<file path="src/rtl/state_byte_assembler_if.sv">
// Byte-stream in / flat AES state out link for state_byte_assembler.
// STATE_PARITY_EN adds the in_par / out_par_err pair.
interface state_byte_assembler_if #(
  parameter int NUM_BYTES = 16
);
  localparam int W  = 8 * NUM_BYTES;
  localparam int CW = (NUM_BYTES > 1) ? $clog2(NUM_BYTES) : 1;

  logic          clr;
  logic [7:0]    in_byte;
  logic          in_valid;
  logic          in_ready;
  logic [W-1:0]  out_state;
  logic          out_valid;
  logic          out_ready;
  logic [CW-1:0] byte_cnt;
`ifdef STATE_PARITY_EN
  logic          in_par;
  logic          out_par_err;
`endif

  modport master (
    output clr,
    output in_byte,
    output in_valid,
    input  in_ready,
    input  out_state,
    input  out_valid,
    output out_ready,
    input  byte_cnt
`ifdef STATE_PARITY_EN
   ,output in_par,
    input  out_par_err
`endif
  );

  modport slave (
    input  clr,
    input  in_byte,
    input  in_valid,
    output in_ready,
    output out_state,
    output out_valid,
    input  out_ready,
    output byte_cnt
`ifdef STATE_PARITY_EN
   ,input  in_par,
    output out_par_err
`endif
  );
endinterface

</file>
<file path="src/rtl/state_byte_assembler.sv">
// Double-buffered byte-serial to 128-bit flat AES state assembler.
// Optional STATE_PARITY_EN: per-byte even-parity check, sticky per block.
module state_byte_assembler #(
  parameter int NUM_BYTES = 16,
  parameter bit MSB_FIRST = 1'b0
) (
  input logic clk,
  input logic rst,
  state_byte_assembler_if.slave bus
);
  localparam int W  = 8 * NUM_BYTES;
  localparam int CW = (NUM_BYTES > 1) ? $clog2(NUM_BYTES) : 1;
  localparam logic [CW-1:0] LAST = CW'(NUM_BYTES - 1);

  typedef enum logic {FILL, STALL} state_e;

  state_e        state_q, state_d;
  logic [CW-1:0] cnt_q, cnt_d;
  logic [W-1:0]  asm_q, asm_d;
  logic [W-1:0]  out_q, out_d;
  logic          ovld_q, ovld_d;

  logic          rdy;
  logic          acc;
  logic          xfer;
  logic          last;
  logic [CW-1:0] slot;
  logic [W-1:0]  asm_wr;

`ifdef STATE_PARITY_EN
  logic blk_err_q, blk_err_d;
  logic out_err_q, out_err_d;
  logic blk_err_new;
`endif

  assign rdy  = (state_q == FILL);
  assign acc  = bus.in_valid && rdy;
  assign xfer = ovld_q && bus.out_ready;
  assign last = (cnt_q == LAST);
  assign slot = MSB_FIRST ? (LAST - cnt_q) : cnt_q;

  always_comb begin
    asm_wr = asm_q;
    for (int i = 0; i < NUM_BYTES; i++) begin
      if (slot == CW'(i)) asm_wr[8*i +: 8] = bus.in_byte;
    end
  end

`ifdef STATE_PARITY_EN
  // A block's sticky bit restarts with its first byte.
  assign blk_err_new = ((cnt_q == '0) ? 1'b0 : blk_err_q)
                     | (^{bus.in_byte, bus.in_par});
`endif

  always_comb begin
    state_d = state_q;
    cnt_d   = cnt_q;
    asm_d   = asm_q;
    out_d   = out_q;
    ovld_d  = ovld_q;
`ifdef STATE_PARITY_EN
    blk_err_d = blk_err_q;
    out_err_d = out_err_q;
`endif
    if (bus.clr) begin
      state_d = FILL;
      cnt_d   = '0;
      asm_d   = '0;
      ovld_d  = 1'b0;
`ifdef STATE_PARITY_EN
      blk_err_d = 1'b0;
      out_err_d = 1'b0;
`endif
    end else begin
      unique case (state_q)
        FILL: begin
          if (xfer) ovld_d = 1'b0;
          if (acc) begin
            asm_d = asm_wr;
`ifdef STATE_PARITY_EN
            blk_err_d = blk_err_new;
`endif
            if (last) begin
              cnt_d = '0;
              if (!ovld_q || bus.out_ready) begin
                out_d  = asm_wr;
                ovld_d = 1'b1;
`ifdef STATE_PARITY_EN
                out_err_d = blk_err_new;
`endif
              end else begin
                state_d = STALL;
              end
            end else begin
              cnt_d = cnt_q + CW'(1);
            end
          end
        end
        STALL: begin
          // Completed block waits in the assembly register.
          if (xfer) begin
            out_d   = asm_q;
            ovld_d  = 1'b1;
            state_d = FILL;
`ifdef STATE_PARITY_EN
            out_err_d = blk_err_q;
            blk_err_d = 1'b0;
`endif
          end
        end
        default: state_d = FILL;
      endcase
    end
  end

  always_ff @(posedge clk or posedge rst) begin
    if (rst) begin
      state_q <= FILL;
      cnt_q   <= '0;
      asm_q   <= '0;
      out_q   <= '0;
      ovld_q  <= 1'b0;
`ifdef STATE_PARITY_EN
      blk_err_q <= 1'b0;
      out_err_q <= 1'b0;
`endif
    end else begin
      state_q <= state_d;
      cnt_q   <= cnt_d;
      asm_q   <= asm_d;
      out_q   <= out_d;
      ovld_q  <= ovld_d;
`ifdef STATE_PARITY_EN
      blk_err_q <= blk_err_d;
      out_err_q <= out_err_d;
`endif
    end
  end

  assign bus.in_ready  = rdy;
  assign bus.out_state = out_q;
  assign bus.out_valid = ovld_q;
  assign bus.byte_cnt  = cnt_q;
`ifdef STATE_PARITY_EN
  assign bus.out_par_err = ovld_q & out_err_q;
`endif
endmodule

</file>
<file path="src/flat_wrapper.sv">
// flat-port wrapper written by rule: the top's interface ports become plain ports
module state_byte_assembler_flat 
#(
  parameter int NUM_BYTES = 16,
  parameter bit MSB_FIRST = 1'b0
)
  (clk, rst, bus_clr, bus_in_byte, bus_in_valid, bus_in_ready, bus_out_state, bus_out_valid, bus_out_ready, bus_byte_cnt);
  state_byte_assembler_if #(.NUM_BYTES(NUM_BYTES)) bus_i ();
  input logic clk;
  input logic rst;
  input wire logic [$bits(bus_i.clr)-1:0] bus_clr;
  input wire logic [$bits(bus_i.in_byte)-1:0] bus_in_byte;
  input wire logic [$bits(bus_i.in_valid)-1:0] bus_in_valid;
  output wire logic [$bits(bus_i.in_ready)-1:0] bus_in_ready;
  output wire logic [$bits(bus_i.out_state)-1:0] bus_out_state;
  output wire logic [$bits(bus_i.out_valid)-1:0] bus_out_valid;
  input wire logic [$bits(bus_i.out_ready)-1:0] bus_out_ready;
  output wire logic [$bits(bus_i.byte_cnt)-1:0] bus_byte_cnt;
  assign bus_i.clr = bus_clr;
  assign bus_i.in_byte = bus_in_byte;
  assign bus_i.in_valid = bus_in_valid;
  assign bus_in_ready = bus_i.in_ready;
  assign bus_out_state = bus_i.out_state;
  assign bus_out_valid = bus_i.out_valid;
  assign bus_i.out_ready = bus_out_ready;
  assign bus_byte_cnt = bus_i.byte_cnt;
  state_byte_assembler #(.NUM_BYTES(NUM_BYTES), .MSB_FIRST(MSB_FIRST)) u_core (.clk(clk), .rst(rst), .bus(bus_i));
endmodule
</file>
<file path="config.mk">
export PLATFORM = sky130hd
export DESIGN_NAME = state_byte_assembler_flat
export DESIGN_NICKNAME = d
export VERILOG_FILES = /design/src/rtl/state_byte_assembler_if.sv /design/src/rtl/state_byte_assembler.sv /design/src/flat_wrapper.sv
export SDC_FILE = /design/constraint.sdc
export NUM_CORES = 1
export LEC_CHECK = 0
export CAP_MARGIN = 20
export CORE_UTILIZATION = 50
export CTS_CLUSTER_SIZE = 10
export DETAILED_ROUTE_END_ITERATION = 8
export PLACE_DENSITY = 0.71
export SYNTH_ARGS = -nofsm -noshare
export SYNTH_HDL_FRONTEND = slang
export SYNTH_SLANG_ARGS = --single-unit
export TNS_END_PERCENT = 30
</file>
<file path="constraint.sdc">
create_clock -name clk -period 24.2 [get_ports clk]
set_input_delay 4.84 -clock clk [delete_from_list [all_inputs] [get_ports clk]]
set_output_delay 4.84 -clock clk [all_outputs]
set_load 0.01 [all_outputs]
</file>
==> results of run 1 <==
-- sequential cells by signal, summed over array words and instances (netlist names) --
signal                flops
u_core.asm_q            128
u_core.bus.out_state    128
u_core.bus.byte_cnt       4
u_core.bus.out_valid      1
u_core.state_q            1
-- metal layers --
layer / wire, um / vias to the layer above / track usage
met4: 404 / 0 / 0.0532
met2: 12300 / 219 / 0.349
met5: 0 / - / 0
met1: 12500 / 3769 / 0.339
li1: - / 3315 / -
met3: 1620 / 34 / 0.0370
-- worst min-delay path by stage --
stage | end | startpoint | cells after the start | slack [ns]
CTS | u_core.bus.out_state[1] | u_core.bus.out_state[1] | 1 | 0.49
detailed placement | u_core.bus.out_state[1] | u_core.bus.out_state[1] | 1 | 0.48
global placement | u_core.bus.out_state[5] | u_core.bus.out_state[5] | 1 | 0.47
finish | u_core.bus.out_state[1] | u_core.bus.out_state[1] | 1 | 0.48
floorplan | u_core.asm_q[100] | u_core.asm_q[100] | 1 | 0.46
global route | u_core.asm_q[19] | u_core.asm_q[19] | 1 | 0.50
-- worst max-delay path, cell delays in order --
cell and delay [ns]:
clkdlybuf4s50_1 0.49, inv_8 0.57, buf_4 0.75, buf_4 0.83
-- power breakdown --
part / leakage [nW] / switching [W] / internal (W) / total [W]
Sequential: 3.64 / 0.00000334 / 0.000443 / 0.000446
Clock: 0.401 / 0.000161 / 0.000230 / 0.000391
Combinational: 2.70 / 0.0000355 / 0.0000201 / 0.0000556
Total: 6.74 / 0.000200 / 0.000693 / 0.000893
-- cells in the final DEF (no fill, tap or decap), types with 5 or more instances in the layout --
cell type | netlist | layout
a21oi_1 | 26 | 26
nand3_1 | 11 | 11
nor2b_1 | 5 | 5
nor2_1 | 15 | 15
mux2_2 | 253 | 253
dfrtp_1 | 262 | 262
o21ai_0 | 10 | 10
nor4bb_1 | 8 | 8
buf_4 | 5 | 24
a22o_1 | 120 | 120
clkbuf_16 | 0 | 31
clkdlybuf4s50_1 | 0 | 146
-- through the flow --
stage | area, um2 | hold WS, ns
after floorplan | 11700 | 0.461
after global placement | 13400 | 0.471
after detailed placement | 13400 | 0.476
after CTS | 14200 | 0.488
after global routing | 14200 | 0.502
final | 14200 | 0.481
-- logic make-up after synthesis --
kind of cell	count (synthesis)
XOR/XNOR	2
AND/OR/NAND/NOR	68
multiplexers	257
buffers and inverters	67
adder cells (fa/ha/maj)	4
AO/OA/AOI/OAI	158
flip-flops	262
-- cell type report --
class	count	area, um2	area share
flip-flops and latches	262	6560	0.462
multi-input cells	489	4780	0.336
repair buffers	170	1640	0.116
clock buffers	34	807	0.0568
well taps	313	392	0.0276
inverters	5	26.3	0.00185
clock inverters	1	5.00	0.000352
diodes	1	2.50	0.000176
==> impl_results.md, run 1 <==
* Row count at 55
* RR Endpoint: u_core.bus.out_state[76]
* 1st-iter DRT viols at 418
* Post-synthesis register bit count at 262
* Total chip power at 0.000893 W
* Mux contribution to synthesized area at 0.246
* Final setup violation count at 0
* Adder-cell share of the synthesized area at 0.00426
* Status: completed
* Worst r2r src: u_core.bus.byte_cnt[0]
* Post-Syn Area per Cell at 14.4 um2
* Setup crit end: u_core.bus.out_state[1]
* Layout Nets at 975
* Most used DFF post-synth: dfrtp_1
* Root Driver: clkbuf_16
* HPWL after DPL at 16100 um
* Num CTS Buffers at 30
* Routed len/inst at 21.0 um
* RSZ-0062 raised after global routing: false
* IO buf count at 146
* Post-Synth XOR/XNOR Area at 0.00149
* Shortest period the worst path allows at 7.18 ns
* Hold_buf cts at 0
* WS Path Type: in2async
* CTS tree: built
* Static Leakage at 6.74 nW
* Peak Freq at 139 MHz
* Initial antenna violation count at 1
* Worst Path Arrival at 7.71 ns
* Remaining antenna violation count at 0
* Vias in the first global route at 7435
* Clock tree buffer depth at 3
* Overflow after GRT at 0
* Cells after Synth at 818
* Fillers at 1806
* Final Hold Vio Count at 0
* Area leader, netlist: dfrtp_1
* Pwr dens at 62.9 nW/um2
* Unique masters post-synth at 38
* Worst reg2reg setup slack at 21.13 ns
* CP startpoint: rst
* Worst skew pair latency at 0.53 ns
* # IOs at 147
* Chip height at 155 um
* DP Cell Count at 1239
* CTS-repair resized insts at 0
* Layout Utilization at 0.622
* Largest net degree at the start of global routing at 127
* Worst min-delay path category: reg2reg
* Die area at 24100 um2
* 1st-pass router iterations at 5
* Core area at 22800 um2
* Main combinational cell family by area after synthesis: multiplexers
* Critical path startpoint category: input port
* Area Growth Syn to Fin at 21.0%
* Syn_nets at 835
* Area share of the largest cell type after synthesis at 0.559
* Number of flops mapped to enable cells by yosys at 0
* Via/cell ratio at 5.75
* Mapped Area at 11700 um2
* H-tree Lvls at 1
* Worst VDD drop at 0.0514 mV
* Sink Count at 262
* Total setup buffers inserted after CTS at 0
* TNS Setup at 0 ns
* Setup WS pre-CTS at 16.32 ns
* Count leader, synth: dfrtp_1
* Share of flip-flops with an asynchronous set or reset at 1.00
* Nature of the critical path endpoint: async pin
* Register area share after synthesis at 0.559
* Skew final at 0.00636 ns
* Total number of vias at 7337
* Layout cells sized above 1 at 0.339
* Max-Slew Margin vs Limit at 0.276
* Synth warn at 0
* CP Max Fanout at 126
* Synth Area in Simple Gates at 0.0467
* Reg2reg path depth at 5
* Commonest cells post-synth: dfrtp_1 (262), mux2_2 (253), a22o_1 (120)
* Non-Filler Instances at 1275
* Gpl congestion at 0.766
* # DRC at 0
* Max-cap violations at 0
* Crit path required time at 24.73 ns
* Clock slew at the register clock pins of the worst setup and hold paths at 0.05 ns
* Slew at the pin closest to its max-slew limit at 1.08 ns
* Drt total wl at 26800 um
* Period Utilization, post-route at 0.297
* Die width at 155 um
* Compound-cell area share of the yosys netlist at 0.108
* Fin. max-slew vios at 0
* Global-route wire length before repair at 42800 um
* Worst Slack Setup Final at 17.02 ns
* Synth area leaders: dfrtp_1 (56%), mux2_2 (24%), a22o_1 (9.0%), a21oi_1 (1.1%), clkbuf_1 (0.96%)
* GR Util All Layers at 0.228
* Initial Util at 0.514
(Power assumes the default switching activity.)
==> run 2: changes to the inputs <==
--- a/config.mk
+++ b/config.mk
@@ -9,7 +9,7 @@
 export CORE_UTILIZATION = 50
 export CTS_CLUSTER_SIZE = 10
 export DETAILED_ROUTE_END_ITERATION = 8
-export PLACE_DENSITY = 0.71
+export PLACE_DENSITY = 0.74
 export SYNTH_ARGS = -nofsm -noshare
 export SYNTH_HDL_FRONTEND = slang
 export SYNTH_SLANG_ARGS = --single-unit
==> constraint.sdc (replaced) <==
create_clock -name clk -period 6.4 [get_ports clk]
set_input_delay 1.28 -clock clk [delete_from_list [all_inputs] [get_ports clk]]
set_output_delay 1.28 -clock clk [all_outputs]
set_load 0.01 [all_outputs]
==> run 2 against run 1 <==
Worst hold slack improved by 0.011 ns. Count of clock-buffer cells in the layout rose by 1. Register-to-register slack got worse by 18 ns. Combinational power rose to 3.8 times the previous value. Via count barely moved. Clock skew rose by 0.0028 ns. Sequential share of layout area fell by 0.11 points. Setup slack got worse by 14 ns. Non-clock buffer count rose by 1. Die area did not move. First-iteration DRC count rose by 4.1%. Sequential power rose to 3.8 times the previous value. Critical endpoint is now bus_byte_cnt[2]. Largest cell class unchanged.
==> impl_results.md, run 2 (synthesis results as in run 1) <==
* Worst VDD drop at 0.198 mV (+280%)
* Met2 Track Usage GR at 0.370 (+0.0206)
* Final setup violation count at 0 (unchanged)
* Die area at 24100 um2 (unchanged)
* Crit path required time at 5.12 ns (-19.61 ns)
* Worst reg2reg setup slack at 3.41 ns (-17.72 ns)
* Pwr dens at 238 nW/um2 (+280%)
* Layout Nets at 976 (+0.10%)
* Fin. max-slew vios at 0 (unchanged)
* Vias in the first global route at 7614 (+2.4%)
* Shortest period the worst path allows at 3.29 ns
* Initial antenna violation count at 1 (unchanged)
* Clk pwr share at 0.439 (about the same)
* H-tree Lvls at 1 (unchanged)
* Period Utilization, post-route at 0.514
* Most common cell after layout, fill and taps aside: dfrtp_1
* Grt met1 use at 0.327 (-0.0124)
* Peak Freq at 304 MHz
* CTS-repair resized insts at 0 (unchanged)
* Layout cells sized above 1 at 0.340 (about the same)
* Skew final at 0.00915 ns (+0.00279 ns)
* Internal Pwr Total at 0.00261 W (+280%)
* Most used routing layer: met2
* WS Path Type: reg2out
* Status: completed
* Critical path startpoint category: register
* Post-DP Area at 13400 um2 (about the same)
* Global-route wire length before repair at 43200 um (+0.82%)
* CP Cell Sequence: clkdlybuf4s50_1
* Area Growth Syn to Fin at 21.3%
* Initial Util at 0.514 (unchanged)
* HPWL after DPL at 16200 um (+0.77%)
* IO buf count at 146 (unchanged)
* # IOs at 147 (unchanged)
* Fillers at 1798 (-0.44%)
* Worst Path Arrival at 2.01 ns (-5.70 ns)
* Static Leakage at 6.74 nW (+0.10%)
* Final Hold Vio Count at 0 (unchanged)
* Psw at 0.000772 W (+290%)
* Routed len/inst at 21.2 um (+1.1%)
* 1st-pass router iterations at 4 (-1)
* Largest net degree at the start of global routing at 143 (+13%)
* CP peak stage delay at 0.76 ns (-0.07 ns)
* Die width at 155 um (unchanged)
* Max-Slew Margin vs Limit at 0.406 (+0.130)
* DP Cell Count at 1237 (-0.16%)
* Max-cap violations at 0 (unchanged)
* Nature of the critical path endpoint: output port
* Gpl congestion at 0.771 (+0.72%)
* Drt total wl at 27100 um (+1.3%)
* Sink Count at 262 (unchanged)
* Hold_buf cts at 0 (unchanged)
* Remaining antenna violation count at 0 (unchanged)
* Reg2reg path depth at 5 (unchanged)
* Row count at 55 (unchanged)
* Total setup buffers inserted after CTS at 0 (unchanged)
* Overflow after GRT at 0 (unchanged)
* Clock slew at the register clock pins of the worst setup and hold paths at 0.06 ns (about the same)
* Hold Startpoint: u_core.asm_q[102]
* GRT met3 Usage at 0.0368 (-0.000279)
* Chip height at 155 um (unchanged)
* Hold depth at 1 (unchanged)
* CTS tree: built
* Root Driver: clkbuf_16
* CP Max Fanout at 15 (-88%)
* Design area at 14200 um2 (+0.23%)
* Comb power frac at 0.062 (about the same)
* Switching part of the total at 0.228 (+0.00433)
* Worst r2r src: u_core.bus.byte_cnt[0]
* Commonest non-fill, non-tap cells in the layout: dfrtp_1 (262), mux2_2 (253), clkdlybuf4s50_1 (145), a22o_1 (120), clkbuf_16 (31)
* TNS Setup at 0 ns (unchanged)
* Total number of vias at 7341 (+0.055%)
* Clock tree buffer depth at 3 (unchanged)
* CP Buf/Inv Count at 1 (-3)
* Num CTS Buffers at 30 (unchanged)
* # DRC at 0 (unchanged)
* Via/cell ratio at 5.75 (-0.10%)
* Slew at the pin closest to its max-slew limit at 0.891 ns (-0.193 ns)
* RR Endpoint: u_core.bus.out_state[7]
* Worst min-delay path category: reg2reg
* CP delay by family, top: flip-flops
* 1st-iter DRT viols at 435 (+4.1%)
* Core area at 22800 um2 (unchanged)
* Non-Filler Instances at 1277 (+0.16%)
* Seq pwr share at 0.499 (about the same)
* Hold Path End: u_core.asm_q[102]
* RSZ-0062 raised after global routing: false
* GR Util All Layers at 0.229 (+0.00148)
* CP max stage cell: dfrtp_1
* Worst skew pair latency at 0.54 ns (about the same)
## run 2: metal layers
layer  vias to the layer above  routed length [um]
li1                       3325                   -
met1                      3767               12700
met2                       211               12600
met3                        38                1370
met4                         0                 456
met5                         -                   0
## run 2: metrics by stage
stage                util  worst slack, ns  power, W  hold slack [ns]
floorplan               -             1.66   0.00184            0.461
global placement    0.586             2.63   0.00193            0.471
detailed placement  0.586             2.57   0.00193            0.478
CTS                 0.621             2.69   0.00341            0.494
global route        0.623             3.05   0.00348            0.503
finish              0.623             3.11   0.00339            0.491
## run 2: worst max path at each step
stage	startpoint	endpoint	slack, ns	cells after the start
2_1_floorplan	rst	u_core.asm_q[0]	1.66	1
3_3_place_gp	bus_in_valid	u_core.bus.out_state[48]	2.63	5
3_5_place_dp	bus_in_valid	u_core.bus.out_state[31]	2.57	5
4_1_cts	u_core.bus.byte_cnt[2]	bus_byte_cnt[2]	2.69	1
5_1_grt	bus_in_valid	u_core.bus.out_state[2]	3.05	5
6_report	u_core.bus.byte_cnt[2]	bus_byte_cnt[2]	3.11	1
## run 2: layout make-up
cell class	count	area, um2	area share
clock buffers	35	801	0.0562
flip-flops and latches	262	6560	0.460
diodes	1	2.50	0.000176
inverters	5	22.5	0.00158
repair buffers	171	1680	0.118
well taps	313	392	0.0275
multi-input cells	489	4780	0.335
clock inverters	1	5.00	0.000351
## run 2: power groups by stage
stage               logic (W)  registers [W]  clock network (W)
floorplan            0.000126        0.00172                  0
global placement     0.000208        0.00172                  0
detailed placement   0.000210        0.00172                  0
CTS                  0.000212        0.00169            0.00151
global route         0.000230        0.00169            0.00156
finish               0.000212        0.00169            0.00149
